===== src/rtl/sram_like_multi_bridge_if.sv =====
// Sram-like master bus for NCH independent channels: request side driven by the
// bridge (master), handshake and read data returned by the memory side (slave).
interface sram_like_multi_bridge_if #(
  parameter int NCH = 2,
  parameter int AW  = 32
);
  logic [NCH-1:0]    req;
  logic [NCH-1:0]    wr;
  logic [2*NCH-1:0]  size;
  logic [AW*NCH-1:0] addr;
  logic [32*NCH-1:0] wdata;
  logic [NCH-1:0]    addr_ok;
  logic [NCH-1:0]    data_ok;
  logic [32*NCH-1:0] rdata;

  modport master (
    output req, wr, size, addr, wdata,
    input  addr_ok, data_ok, rdata
  );

  modport slave (
    input  req, wr, size, addr, wdata,
    output addr_ok, data_ok, rdata
  );
endinterface


===== src/rtl/sram_like_multi_bridge.sv =====
// Bridge from the core's enable/stall memory ports to NCH sram-like master channels.
// Define SRAM_BRIDGE_PERF_EN to add per-channel stall-cycle and request counters.
module sram_like_multi_bridge #(
  parameter int NCH = 2,
  parameter int AW  = 32
) (
  input  logic                     clk,
  input  logic                     resetn,
  input  logic [NCH-1:0]           cpu_en,
  input  logic [4*NCH-1:0]         cpu_wen,
  input  logic [AW*NCH-1:0]        cpu_addr,
  input  logic [32*NCH-1:0]        cpu_wdata,
  output logic [32*NCH-1:0]        cpu_rdata,
  output logic [NCH-1:0]           cpu_stall,
  output logic                     longest_stall,
  sram_like_multi_bridge_if.master bus
`ifdef SRAM_BRIDGE_PERF_EN
  ,
  output logic [32*NCH-1:0]        perf_stall_cnt,
  output logic [32*NCH-1:0]        perf_req_cnt
`endif
);

  typedef enum logic [1:0] {IDLE, REQ, WAIT, HOLD} state_t;

  state_t            state_q [NCH];
  state_t            state_d [NCH];
  logic [NCH-1:0]    req_c;
  logic [NCH-1:0]    capture;
  logic [NCH-1:0]    rdata_ld;
  logic [NCH-1:0]    wr_q;
  logic [2*NCH-1:0]  size_q;
  logic [AW*NCH-1:0] addr_q;
  logic [32*NCH-1:0] wdata_q;
  logic [32*NCH-1:0] rdata_q;

  // Illegal byte-enable patterns fall through to a word access.
  function automatic logic [1:0] wen_to_size(input logic [3:0] wen);
    case (wen)
      4'b0001, 4'b0010, 4'b0100, 4'b1000: wen_to_size = 2'd0;
      4'b0011, 4'b1100:                   wen_to_size = 2'd1;
      default:                            wen_to_size = 2'd2;
    endcase
  endfunction

  // A held channel no longer stalls, so the early finisher waits silently for the rest.
  always_comb begin
    for (int i = 0; i < NCH; i++) begin
      cpu_stall[i] = cpu_en[i] && (state_q[i] != HOLD);
    end
  end

  assign longest_stall = |cpu_stall;

  // NOTE: every signal written here gets a default first, so no path can infer a latch.
  always_comb begin
    for (int i = 0; i < NCH; i++) begin
      state_d[i]  = state_q[i];
      req_c[i]    = 1'b0;
      capture[i]  = 1'b0;
      rdata_ld[i] = 1'b0;
      case (state_q[i])
        IDLE: begin
          if (cpu_en[i]) begin
            capture[i] = 1'b1;
            state_d[i] = REQ;
          end
        end
        REQ: begin
          req_c[i] = 1'b1;
          if (bus.addr_ok[i]) begin
            rdata_ld[i] = bus.data_ok[i];
            state_d[i]  = bus.data_ok[i] ? HOLD : WAIT;
          end
        end
        WAIT: begin
          if (bus.data_ok[i]) begin
            rdata_ld[i] = 1'b1;
            state_d[i]  = HOLD;
          end
        end
        HOLD: begin
          // All held channels release together on the cycle the pipeline advances.
          if (!longest_stall) state_d[i] = IDLE;
        end
        default: state_d[i] = IDLE;
      endcase
    end
  end

  // NOTE: sequential state uses non-blocking assignments so every register sees pre-edge values.
  always_ff @(posedge clk) begin
    if (!resetn) begin
      for (int i = 0; i < NCH; i++) state_q[i] <= IDLE;
      wr_q    <= '0;
      size_q  <= '0;
      addr_q  <= '0;
      wdata_q <= '0;
      rdata_q <= '0;
    end else begin
      for (int i = 0; i < NCH; i++) begin
        state_q[i] <= state_d[i];
        if (capture[i]) begin
          wr_q[i]              <= |cpu_wen[4*i +: 4];
          size_q[2*i +: 2]     <= wen_to_size(cpu_wen[4*i +: 4]);
          addr_q[AW*i +: AW]   <= cpu_addr[AW*i +: AW];
          wdata_q[32*i +: 32]  <= cpu_wdata[32*i +: 32];
        end
        if (rdata_ld[i]) rdata_q[32*i +: 32] <= bus.rdata[32*i +: 32];
      end
    end
  end

  assign bus.req   = req_c;
  assign bus.wr    = wr_q;
  assign bus.size  = size_q;
  assign bus.addr  = addr_q;
  assign bus.wdata = wdata_q;
  assign cpu_rdata = rdata_q;

`ifdef SRAM_BRIDGE_PERF_EN
  always_ff @(posedge clk) begin
    if (!resetn) begin
      perf_stall_cnt <= '0;
      perf_req_cnt   <= '0;
    end else begin
      for (int i = 0; i < NCH; i++) begin
        if (cpu_stall[i])
          perf_stall_cnt[32*i +: 32] <= perf_stall_cnt[32*i +: 32] + 32'd1;
        if (req_c[i] && bus.addr_ok[i])
          perf_req_cnt[32*i +: 32] <= perf_req_cnt[32*i +: 32] + 32'd1;
      end
    end
  end
`endif

endmodule


===== src/flat_wrapper.sv =====
// flat-port wrapper written by rule: the top's interface ports become plain ports
module sram_like_multi_bridge_flat 
#(
  parameter int NCH = 2,
  parameter int AW  = 32
)
  (clk, resetn, cpu_en, cpu_wen, cpu_addr, cpu_wdata, cpu_rdata, cpu_stall, longest_stall, bus_req, bus_wr, bus_size, bus_addr, bus_wdata, bus_addr_ok, bus_data_ok, bus_rdata);
  sram_like_multi_bridge_if #(.NCH(NCH), .AW(AW)) bus_i ();
  input  logic clk;
  input  logic resetn;
  input  logic [NCH-1:0] cpu_en;
  input  logic [4*NCH-1:0] cpu_wen;
  input  logic [AW*NCH-1:0] cpu_addr;
  input  logic [32*NCH-1:0] cpu_wdata;
  output logic [32*NCH-1:0] cpu_rdata;
  output logic [NCH-1:0] cpu_stall;
  output logic longest_stall;
  output wire logic [$bits(bus_i.req)-1:0] bus_req;
  output wire logic [$bits(bus_i.wr)-1:0] bus_wr;
  output wire logic [$bits(bus_i.size)-1:0] bus_size;
  output wire logic [$bits(bus_i.addr)-1:0] bus_addr;
  output wire logic [$bits(bus_i.wdata)-1:0] bus_wdata;
  input wire logic [$bits(bus_i.addr_ok)-1:0] bus_addr_ok;
  input wire logic [$bits(bus_i.data_ok)-1:0] bus_data_ok;
  input wire logic [$bits(bus_i.rdata)-1:0] bus_rdata;
  assign bus_req = bus_i.req;
  assign bus_wr = bus_i.wr;
  assign bus_size = bus_i.size;
  assign bus_addr = bus_i.addr;
  assign bus_wdata = bus_i.wdata;
  assign bus_i.addr_ok = bus_addr_ok;
  assign bus_i.data_ok = bus_data_ok;
  assign bus_i.rdata = bus_rdata;
  sram_like_multi_bridge #(.NCH(NCH), .AW(AW)) u_core (.clk(clk), .resetn(resetn), .cpu_en(cpu_en), .cpu_wen(cpu_wen), .cpu_addr(cpu_addr), .cpu_wdata(cpu_wdata), .cpu_rdata(cpu_rdata), .cpu_stall(cpu_stall), .longest_stall(longest_stall), .bus(bus_i));
endmodule

===== config.mk =====
export PLATFORM = sky130hd
export DESIGN_NAME = sram_like_multi_bridge_flat
export DESIGN_NICKNAME = d
export VERILOG_FILES = /design/src/rtl/sram_like_multi_bridge_if.sv /design/src/rtl/sram_like_multi_bridge.sv /design/src/flat_wrapper.sv
export SDC_FILE = /design/constraint.sdc
export NUM_CORES = 1
export LEC_CHECK = 0
export ABC_AREA = 1
export ABC_CLOCK_PERIOD_IN_PS = 1500
export BUFFER_PORTS_ARGS = -buffer_cell sky130_fd_sc_hd__buf_2
export CAP_MARGIN = 20
export CORE_AREA = 4 4 156 158
export CTS_BUF_LIST = sky130_fd_sc_hd__clkbuf_8
export DETAILED_ROUTE_END_ITERATION = 8
export DIE_AREA = 0 0 160 162
export PLACE_DENSITY = 0.64
export SYNTH_ARGS = -nofsm -noshare
export SYNTH_HDL_FRONTEND = slang
export SYNTH_SLANG_ARGS = --single-unit
export TNS_END_PERCENT = 5

===== constraint.sdc =====
create_clock -name clk -period 1.5 [get_ports clk]
set_clock_uncertainty 0.15 [all_clocks]
set_input_delay 0.15 -clock clk [delete_from_list [all_inputs] [get_ports clk]]
set_output_delay 0.15 -clock clk [all_outputs]
set_load 0.1 [all_outputs]

# [Word level (Yosys, flattened, before mapping)]
# Memories as Yosys holds them, arrays and structs flattened.
# Cells that the tools add are included.
[op_classes] eq_ne=20 muxes=30 bitwise_logic=2 n_reduce_logical=11
[op_table] cell="2-bit 2-to-1 mux" n=10
[op_table] cell="4-bit by 2-bit equality test with 1-bit output, second input constant" n=4
[op_table] cell="4-bit equality test, second input constant" n=4
[op_table] cell="2-bit case mux with 4 select lines" n=2
[op_table] cell="4-bit OR reduction" n=4
[op_table] cell="1-bit 2-to-1 mux" n=14
[op_table] cell="2-bit equality test, second input constant" n=4
[op_table] cell="4-bit by 1-bit equality test with 1-bit output, second input constant" n=2
[op_table] cell="4-bit by 3-bit equality test with 1-bit output, second input constant" n=2
[op_table] cell="2-bit case mux with 2 select lines" n=2
[op_table] cell="2-bit OR reduction" n=3
[op_table] cell="2-bit by 1-bit equality test with 1-bit output, second input constant" n=2
[op_table] cell="2-bit zero test" n=2
[op_table] cell="2-bit inequality test, second input constant" n=2
[op_table] cell="1-bit case mux with 2 select lines" n=2
[op_table] cell="1-bit logical AND" n=2
[op_table] cell="1-bit bitwise OR" n=2
[word_totals] register_bits=198 mem_bits_rw=4 in_bits=208 out_inout_bits=203 word_cells=74 memories=1
[memory_table] memory="u_core.state_q" words=2 width=2 read_ports=2 rd_ports_with_merged_regs=0 write_ports=2 line="sram_like_multi_bridge.sv:26" source="state_t state_q [NCH];"

# [Logic depth before layout (Yosys ltp)]
# Gate-level depths: netlist of the first run.
# An unclocked memory read counts as a cell.
[logic_depth] depth_word=7 depth_mapped=9 mapped_depth_nobuf=9

# [Worst setup path after synthesis of the first run]
# No wires, ideal clock.
[synth_path] path_kind="flip-flop to output port" from="memory u_core.state_q[0][2] in the netlist's numbering" to="output longest_stall" t_arrival_ns=2.067 t_required_ns=1.200 path_slack_ns=-0.867 stages_incl_launch_ff=3 path_buffers=0 cell_sequence="dfxtp_1 -> ha_1 -> o22ai_1"
[synth_lines] element="start: declaration" line="sram_like_multi_bridge.sv:26"
[synth_lines] element="end: declaration" line="flat_wrapper.sv:17" source="output logic longest_stall;"

==> impl_metrics.env, run 1 <==
export IMPL_status="finished with violations"
export IMPL_failed_checks="setup timing"
export IMPL_core_area_mm2=0.0231
export IMPL_clk_path_buf_depth=3
export IMPL_insertion_delay_ns=0.51
export IMPL_fin_nets=1826
export IMPL_numCtsBuffers=36
export IMPL_hold_viol=0
export IMPL_min_period_over_period_pct=125
export IMPL_overflow=0
export IMPL_cts_sinks=202
export IMPL_drive_gt1_share_pct=36.8
export IMPL_tightest_slew_ns=0.370
export IMPL_slew_headroom_pct=75.3
export IMPL_synth_async_reset_ratio_pct=0
export IMPL_p_leak_uw=0.00648
export IMPL_setup_viol=138
export IMPL_ant_nets=0
export IMPL_final_common_cell="nor2_1"
export IMPL_setup_slack_ns=-0.377
export IMPL_crit_chain="buf_6 -> ha_4 -> buf_6 -> o22ai_4 -> buf_12"
export IMPL_fin_util_pct=62.6
export IMPL_drc_errors=0
export IMPL_rsz0062_at_grt="yes"
export IMPL_initial_utilization_pct=32.5
export IMPL_first_pass_iters=5
export IMPL_endpoint_kind="output port"
export IMPL_clk_pin_slew_worst_paths_ns=0.06
export IMPL_track_usage_pct=21.7
export IMPL_cp_max_fo=2
export IMPL_h_tree_depth=2
export IMPL_powerDensity_mw_per_mm2=2140
export IMPL_antenna_found_initial=2
export IMPL_hpwl_um=17900
export IMPL_io_buffers=410
export IMPL_slowest_delay_ns=0.32
export IMPL_syn_area_per_cell_um2=7.79
export IMPL_fmax_mhz=533
export IMPL_yosys_area_top_type="dfxtp_1"
export IMPL_final_cell_mix="nor2_1, dlygate4sd3_1, buf_2"
export IMPL_setup_tns_final_ns=-10.81
export IMPL_via_count=9281
export IMPL_fp_row_count=56
export IMPL_min_path_type="input pin to flop"
export IMPL_finalWirelength_um=32000
export IMPL_totalPowerFinal_uw=31000
export IMPL_cp_required_ns=1.20
export IMPL_area_growth_pct=92.7
export IMPL_drt_iter0_markers=749
export IMPL_synthDominantCellAreaShare_pct=53.8
export IMPL_cap_violations=0
export IMPL_cp_start_kind="flop"
export IMPL_synth_fp_nets=1182
export IMPL_die_h_um=162
export IMPL_synth_cell_type_count=22
export IMPL_routedWlPerCell_um=16.6
export IMPL_crit_path_top_delay_cell="dfxtp_2"
export IMPL_tritoncts="yes"
export IMPL_die_x_um=160
export IMPL_root_buffer="clkbuf_8"
export IMPL_yosysWarnings=0
export IMPL_syn_inst=964
export IMPL_synth_edf_count=0
export IMPL_seq_area_frac_synth_pct=53.8
export IMPL_syn_area_mm2=0.00751
export IMPL_grt_pass1_vias=9339
export IMPL_slew_violations=0
export IMPL_synth_ff_type="dfxtp_1"
export IMPL_grt_max_degree=69
export IMPL_ys_ff_latch=202
export IMPL_ir_drop_mv=1.49
export IMPL_cp_arrival_ns=1.58
export IMPL_grt_pass1_wl_um=46800
export IMPL_fillers=1729
export IMPL_crit_top_cell="buf_6"
export IMPL_critPathKind="flop to output port"
export IMPL_die_area_mm2=0.0259
export IMPL_globalplace_congestion=0.825
export IMPL_ios=411
export IMPL_vias_per_cell=4.82
export IMPL_post_route_min_period_ns=1.88
export IMPL_ys_top_cells_by_area="dfxtp_1, nor2_1, o21ai_0"
[sequential cells by signal (all words and copies together), names as in the netlist]
name              flops
u_core.bus.wr         2
u_core.bus.addr      64
u_core.bus.size       4
u_core.state_q        4
u_core.bus.wdata     64
u_core.cpu_rdata     64
[final timing paths]
check / startpoint / to / slack, ns / cells after the start
setup / recovery: u_core.state_q[0][0] / longest_stall / -0.38 / 5
hold / removal: cpu_en[0] / u_core.state_q[0][0] / 0.06 / 7
setup reg to reg: u_core.state_q[0][2] / u_core.cpu_rdata[42] / -0.19 / 8
hold reg to reg: u_core.cpu_rdata[53] / u_core.cpu_rdata[53] / 0.32 / 2
[metrics by stage]
| stage | area [um2] | hold slack (ns) | worst slack (ns) | cells |
|---|---|---|---|---|
| finish | 14500 | 0.0587 | -0.377 | 1926 |
| floorplan | 7560 | 0.149 | -0.269 | 964 |
| global placement | 10100 | 0.234 | -0.0716 | 1638 |
| CTS | 13700 | 0.00804 | -0.420 | 1918 |
| detailed placement | 10100 | 0.245 | -0.114 | 1638 |
| global route | 14500 | 0.0721 | -0.447 | 1926 |
[cells in the mapped netlist (2+ instances only)]
master,n
buf_4,7
ha_1,10
o21ai_1,18
nand2_2,2
a21oi_1,62
a21oi_2,4
nand3_1,70
buf_2,23
inv_1,21
o21bai_1,2
buf_6,9
nand2_1,90
nor2_1,289
inv_2,4
dfxtp_1,202
clkbuf_1,29
o21ai_0,117
[area by class of cell]
type | instances | area [um2] | area share, %
repair buffers | 674 | 5850 | 40.4
well taps | 290 | 363 | 2.51
flip-flops and latches | 202 | 4050 | 28.0
clock inverters | 19 | 161 | 1.12
clock buffers | 45 | 619 | 4.28
inverters | 25 | 114 | 0.787
multi-input cells | 669 | 3310 | 22.8
diodes | 2 | 5.00 | 0.0346
[metal layers]
| layer | share of wire (%) | up-vias | track usage, % |
|---|---|---|---|
| met1 | 36 | 4280 | 23.2 |
| met5 | 0 | - | 0 |
| met3 | 8.8 | 114 | 7.41 |
| met2 | 51 | 472 | 38.8 |
| li1 | - | 4415 | - |
| met4 | 4.4 | 0 | 9.97 |
[logic make-up (layout without fill, tap and decap cells)]
family	count (synthesis)	after routing	synth area share (%)
adder cells (fa/ha/maj)	10	10	1.67
flip-flops	202	202	53.8
AND/OR/NAND/NOR	453	453	24.0
other	0	2	0
AO/OA/AOI/OAI	206	206	14.2
buffers and inverters	93	763	6.28
[power by group]
part	switching, uW	internal, uW
sequential	873	6670
clock	2300	3220
combinational	13100	4810
[repair_timing]
| item | 4_1_cts | 5_1_grt |
|---|---|---|
| setup endpoints to repair | 384 | 306 |
| resized for setup | 255 | 191 |
| endpoints found under the hold margin | 202 | 0 |
| hold buffers | 208 | 0 |
| pin swaps | 25 | 34 |
| setup buffers | 8 | 3 |
| cloned | 0 | 3 |
[worst max-delay path: cells and delay by family, from the launching register on]
| family | cells | cell delay, ns |
|---|---|---|
| flip-flops | 1 | 0.32 |
| buffers and inverters | 3 | 0.43 |
| AO/OA/AOI/OAI | 1 | 0.16 |
| adder cells (fa/ha/maj) | 1 | 0.15 |
Power figures use the tool's default switching activity.
==> run 2, diff against run 1 <==
--- a/config.mk
+++ b/config.mk
@@ -6,14 +6,14 @@
 export NUM_CORES = 1
 export LEC_CHECK = 0
 export ABC_AREA = 1
-export ABC_CLOCK_PERIOD_IN_PS = 1500
+export ABC_CLOCK_PERIOD_IN_PS = 2050
 export BUFFER_PORTS_ARGS = -buffer_cell sky130_fd_sc_hd__buf_2
 export CAP_MARGIN = 20
-export CORE_AREA = 4 4 156 158
+export CORE_MARGIN = 4
+export CORE_UTILIZATION = 29
 export CTS_BUF_LIST = sky130_fd_sc_hd__clkbuf_8
 export DETAILED_ROUTE_END_ITERATION = 8
-export DIE_AREA = 0 0 160 162
-export PLACE_DENSITY = 0.64
+export PLACE_DENSITY = 0.56
 export SYNTH_ARGS = -nofsm -noshare
 export SYNTH_HDL_FRONTEND = slang
 export SYNTH_SLANG_ARGS = --single-unit
==> constraint.sdc (replaced) <==
create_clock -name clk -period 2.05 [get_ports clk]
set_clock_uncertainty 0.15 [all_clocks]
set_input_delay 0.205 -clock clk [delete_from_list [all_inputs] [get_ports clk]]
set_output_delay 0.205 -clock clk [all_outputs]
set_load 0.1 [all_outputs]
==> impl_metrics.env, run 2 (synthesis gave the netlist of run 1 again) <==
export IMPL_net_switching_power_uw=11300
export IMPL_grt_pass1_vias=8581
export IMPL_placed_cell_area_mm2=0.00987
export IMPL_critPathKind="flop to output port"
export IMPL_final_area_mm2=0.0128
export IMPL_fmax_mhz=508
export IMPL_pre_cts_ws_ns=0.174
export IMPL_h_tree_depth=2
export IMPL_hold_start="cpu_wen[1]"
export IMPL_die_area_mm2=0.0285
export IMPL_routedWlPerCell_um=14.3
export IMPL_ios=411
export IMPL_drt_iter0_markers=368
export IMPL_hold_viol=0
export IMPL_numCtsBuffers=37
export IMPL_drive_gt1_share_pct=31.2
export IMPL_regArea_mm2=0.00404
export IMPL_cp_required_ns=1.69
export IMPL_overflow=0
export IMPL_layout_cells_non_filler=1928
export IMPL_min_path_type="input pin to flop"
export IMPL_status="complete, no violations"
export IMPL_rrSetupSlack_ns=0.18
export IMPL_cap_violations=0
export IMPL_multi_input_area_mm2=0.00301
export IMPL_top_usage_layer="met2"
export IMPL_slew_headroom_pct=64.2
export IMPL_powerDensity_mw_per_mm2=1600
export IMPL_endpoint="cpu_stall[1]"
export IMPL_diodes=0
export IMPL_track_usage_pct=18.1
export IMPL_slew_violations=0
export IMPL_tritoncts="yes"
export IMPL_final_common_cell="buf_2"
export IMPL_core_area_mm2=0.0253
export IMPL_min_period_over_period_pct=95.9
export IMPL_area_growth_pct=69.8
export IMPL_vias_per_cell=4.49
export IMPL_cts_sinks=202
export IMPL_use_met2_pct=31.4
export IMPL_ir_drop_mv=1.39
export IMPL_setup_slack_ns=0.0831
export IMPL_tightest_slew_ns=0.541
export IMPL_die_h_um=169
export IMPL_ant_nets=0
export IMPL_placed_cells=1654
export IMPL_clk_path_buf_depth=3
export IMPL_post_route_min_period_ns=1.97
export IMPL_cp_arrival_ns=1.61
export IMPL_final_cell_mix="buf_2, nor2_1, dlygate4sd3_1"
export IMPL_die_x_um=169
export IMPL_reg2regPathDepth=7
export IMPL_first_pass_iters=5
export IMPL_r2r_end="u_core.cpu_rdata[34]"
export IMPL_clk_pin_slew_worst_paths_ns=0.06
export IMPL_r2r_start="u_core.state_q[0][2]"
export IMPL_cp_startpoint="u_core.state_q[0][2]"
export IMPL_p_leak_uw=0.00609
export IMPL_pwr_share_seq_pct=26.1
export IMPL_globalplace_congestion=0.792
export IMPL_finalWirelength_um=27600
export IMPL_insertion_delay_ns=0.50
export IMPL_p_int_uw=9150
export IMPL_io_buffers=410
export IMPL_use_met3_pct=6.66
export IMPL_grt_pass1_wl_um=43100
export IMPL_grt_max_degree=92
export IMPL_pwr_share_clk_pct=19.3
export IMPL_fp_row_count=58
export IMPL_sw_frac_of_total_pct=55.2
export IMPL_drc_errors=0
export IMPL_hpwl_um=17900
export IMPL_postCtsSetupBuffers=0
export IMPL_totalPowerFinal_uw=20400
export IMPL_cp_max_fo=6
export IMPL_globalRouteMet1Util_pct=20.2
export IMPL_fillers=2353
export IMPL_rsz0062_at_grt="yes"
export IMPL_cp_start_kind="flop"
export IMPL_via_count=8650
export IMPL_antenna_found_initial=0
export IMPL_initial_utilization_pct=29.7
export IMPL_fin_nets=1789
export IMPL_root_buffer="clkbuf_8"
export IMPL_setup_viol=0
export IMPL_p_comb_share_pct=54.6
export IMPL_endpoint_kind="output port"
run 2: how the worst min path moves through the flow:
stage	end	cells past startpoint
2_1_floorplan	u_core.bus.wdata[34]	2
3_3_place_gp	u_core.bus.wdata[0]	3
3_5_place_dp	u_core.bus.addr[17]	3
4_1_cts	u_core.state_q[0][1]	6
5_1_grt	u_core.state_q[0][3]	5
6_report	u_core.bus.size[0]	5
run 2: area by class of cell:
| type | count | share of cell area [%] |
|---|---|---|
| timing repair buffer | 636 | 34.7 |
| clock buffer | 46 | 4.96 |
| multi-input combinational | 669 | 23.6 |
| clock inverter | 20 | 1.06 |
| inverter | 25 | 0.736 |
| tap | 330 | 3.24 |
| sequential | 202 | 31.7 |
run 2: stage by stage:
stage          hold slack, ns  util, %  TNS (ns)
2_1_floorplan           0.204        -     -4.88
3_3_place_gp            0.286     39.0         0
3_5_place_dp            0.297     39.0         0
4_1_cts                0.0238     50.3   -0.0251
5_1_grt                0.0693     50.4  -0.00902
6_report               0.0318     50.4         0
run 2: worst max-delay path, stage by stage, from the launching register on:
cell and delay, ns:
dfxtp_1 0.36, ha_1 0.28, nor2_1 0.20, buf_6 0.26
run 2: routing by layer:
metal  routed length, um  vias up
li1                    -     4330
met1               10600     3858
met2               13200      376
met3                2800       86
met4                1000        0
met5                   0        -
run 2: what timing repair did:
action / CTS / global route
setup endpoints to repair: 5 / 4
resized for setup: 5 / 6
endpoints found under the hold margin: 202 / 0
hold buffers: 209 / 0
run 2: power groups by stage:
stage | Combinational (uW) | Clock, uW | Sequential [uW]
after floorplan | 2540 | 0 | 11900
after global placement | 10800 | 0 | 5370
after detailed placement | 10800 | 0 | 5400
after CTS | 11200 | 4100 | 5330
after global routing | 11700 | 4300 | 5460
final | 11200 | 3950 | 5330
==> run 3, diff against run 2 <==
--- a/config.mk
+++ b/config.mk
@@ -9,6 +9,7 @@
 export ABC_CLOCK_PERIOD_IN_PS = 2050
 export BUFFER_PORTS_ARGS = -buffer_cell sky130_fd_sc_hd__buf_2
 export CAP_MARGIN = 20
+export CORE_ASPECT_RATIO = 1.25
 export CORE_MARGIN = 4
 export CORE_UTILIZATION = 29
 export CTS_BUF_LIST = sky130_fd_sc_hd__clkbuf_8
==> constraint.sdc (replaced) <==
create_clock -name clk -period 2.05 [get_ports clk]
set_clock_uncertainty 0.15 [all_clocks]
set_input_delay 0.205 -clock clk [delete_from_list [all_inputs] [get_ports clk]]
set_output_delay 0.205 -clock clk [all_outputs]
set_load 0.005 [all_outputs]
==> impl_metrics.env, run 3 (synthesis gave the netlist of run 1 again) <==
export IMPL_status="finished with violations"
export IMPL_failed_checks="hold timing"
export IMPL_slew_violations=0
export IMPL_p_leak_uw=0.00601
export IMPL_globalplace_congestion=0.829
export IMPL_vias_per_cell=4.50
export IMPL_antenna_found_initial=0
export IMPL_crit_chain="ha_1 -> nor2_1 -> buf_2"
export IMPL_routedWlPerCell_um=14.8
export IMPL_insertion_delay_ns=0.50
export IMPL_critPathKind="flop to output port"
export IMPL_root_buffer="clkbuf_8"
export IMPL_final_area_mm2=0.0126
export IMPL_rsz0062_at_grt="no"
export IMPL_cap_violations=0
export IMPL_r2r_end="u_core.cpu_rdata[38]"
export IMPL_reg2regPathDepth=7
export IMPL_hold_start="cpu_wen[1]"
export IMPL_grt_pass1_vias=8802
export IMPL_first_pass_iters=5
export IMPL_rrSetupSlack_ns=0.26
export IMPL_ant_nets=0
export IMPL_drc_errors=0
export IMPL_area_growth_pct=68.3
export IMPL_drive_gt1_share_pct=31.1
export IMPL_p_comb_share_pct=33.5
export IMPL_min_period_over_period_pct=90.7
export IMPL_crit_path_top_delay_cell="dfxtp_1"
export IMPL_clk_pin_slew_worst_paths_ns=0.06
export IMPL_grt_pass1_wl_um=45600
export IMPL_cp_arrival_ns=1.50
export IMPL_drt_iter0_markers=380
export IMPL_die_area_mm2=0.0285
export IMPL_tightest_slew_ns=0.449
export IMPL_via_count=8655
export IMPL_hpwl_um=18600
export IMPL_min_path_type="input pin to flop"
export IMPL_hold_worst_slack_ns=-0.0141
export IMPL_die_h_um=188
export IMPL_net_switching_power_uw=4640
export IMPL_cp_required_ns=1.69
export IMPL_hold_viol=1
export IMPL_holdPathEnd="u_core.bus.size[0]"
export IMPL_fp_row_count=65
export IMPL_sw_frac_of_total_pct=34.0
export IMPL_powerDensity_mw_per_mm2=1080
export IMPL_numCtsBuffers=35
export IMPL_grt_max_degree=69
export IMPL_pwr_share_clk_pct=27.4
export IMPL_p_int_uw=9020
export IMPL_io_buffers=410
export IMPL_clk_path_buf_depth=3
export IMPL_final_cell_mix="buf_2, nor2_1, dlygate4sd3_1"
export IMPL_pwr_share_seq_pct=39.1
export IMPL_placed_cell_area_mm2=0.00988
export IMPL_core_area_mm2=0.0254
export IMPL_die_x_um=152
export IMPL_r2r_start="u_core.state_q[0][2]"
export IMPL_critPathBufInv=1
export IMPL_slew_headroom_pct=69.8
export IMPL_cts_sinks=202
export IMPL_crit_family="flip-flops"
export IMPL_fillers=2428
export IMPL_slowest_delay_ns=0.36
export IMPL_post_route_min_period_ns=1.86
export IMPL_fmax_mhz=538
export IMPL_fin_nets=1787
export IMPL_cp_start_kind="flop"
export IMPL_track_usage_pct=19.2
export IMPL_hold_depth=5
export IMPL_finalWirelength_um=28500
export IMPL_final_common_cell="buf_2"
export IMPL_ir_drop_mv=0.692
export IMPL_overflow=0
export IMPL_endpoint_kind="output port"
export IMPL_tritoncts="yes"
export IMPL_cp_max_fo=6
export IMPL_initial_utilization_pct=29.6
export IMPL_h_tree_depth=2
export IMPL_setup_viol=0
export IMPL_postCtsSetupBuffers=0
export IMPL_setup_tns_final_ns=0
export IMPL_ios=411
==> run 3: worst max path at each step <==
stage,start,slack (ns),cells past startpoint,end
2_1_floorplan,u_core.state_q[0][0],0.44,8,u_core.cpu_rdata[10]
3_3_place_gp,u_core.state_q[0][0],0.30,7,u_core.cpu_rdata[24]
3_5_place_dp,u_core.state_q[0][2],0.28,7,u_core.cpu_rdata[57]
4_1_cts,cpu_wen[0],0.03,9,u_core.bus.size[0]
5_1_grt,u_core.state_q[0][2],0.04,3,cpu_stall[1]
6_report,u_core.state_q[0][2],0.19,3,cpu_stall[1]
==> run 3: repair_timing <==
| action | 4_1_cts | 5_1_grt |
|---|---|---|
| setup endpoints to repair | 0 | 1 |
| endpoints found under the hold margin | 202 | 0 |
| hold buffers | 206 | 0 |
| resized for setup | 0 | 0 |
==> run 3: layout make-up <==
| type | instances | area (um2) | share of cell area [%] |
|---|---|---|---|
| multi-input combinational | 669 | 3000 | 23.7 |
| clock buffer | 44 | 606 | 4.79 |
| antenna | 1 | 2.50 | 0.0198 |
| tap | 335 | 419 | 3.32 |
| timing repair buffer | 636 | 4380 | 34.6 |
| clock inverter | 11 | 98.8 | 0.782 |
| sequential | 202 | 4040 | 32.0 |
| inverter | 25 | 93.8 | 0.743 |
==> run 3: worst reg2reg max path, stage by stage (launching register included) <==
cell	delay (ns)
dfxtp_1	0.42
inv_1	0.11
ha_1	0.32
nand2_1	0.05
inv_1	0.10
buf_4	0.25
nand3_1	0.11
a21oi_1	0.19
==> run 3: power by group through the flow <==
stage / Sequential, uW / Clock [uW] / Combinational (uW)
after detailed placement: 5410 / 0 / 4280
after global routing: 5470 / 4050 / 5130
after CTS: 5340 / 3880 / 4590
final: 5340 / 3740 / 4570
after floorplan: 5480 / 0 / 2340
after global placement: 5390 / 0 / 4270
==> run 3: routing by layer <==
| metal | vias up | GRT usage [%] | routed length, um |
|---|---|---|---|
| met5 | - | 0 | 0 |
| met4 | 0 | 9.48 | 1400 |
| met3 | 87 | 7.02 | 2490 |
| met2 | 385 | 33.5 | 14000 |
| met1 | 3859 | 20.3 | 10600 |
| li1 | 4324 | - | - |
==> run 3: through the flow <==
stage / std cells / util, % / worst slack (ns) / power, uW / hold slack [ns]
after global placement: 1662 / 38.9 / 0.305 / 9660 / 0.289
after detailed placement: 1662 / 38.9 / 0.277 / 9690 / 0.298
after global routing: 1922 / 49.8 / 0.0426 / 14700 / 0.0148
final: 1923 / 49.8 / 0.191 / 13700 / -0.0141
after CTS: 1923 / 49.8 / 0.0347 / 13800 / 0.00163
after floorplan: 964 / - / 0.440 / 7820 / 0.204
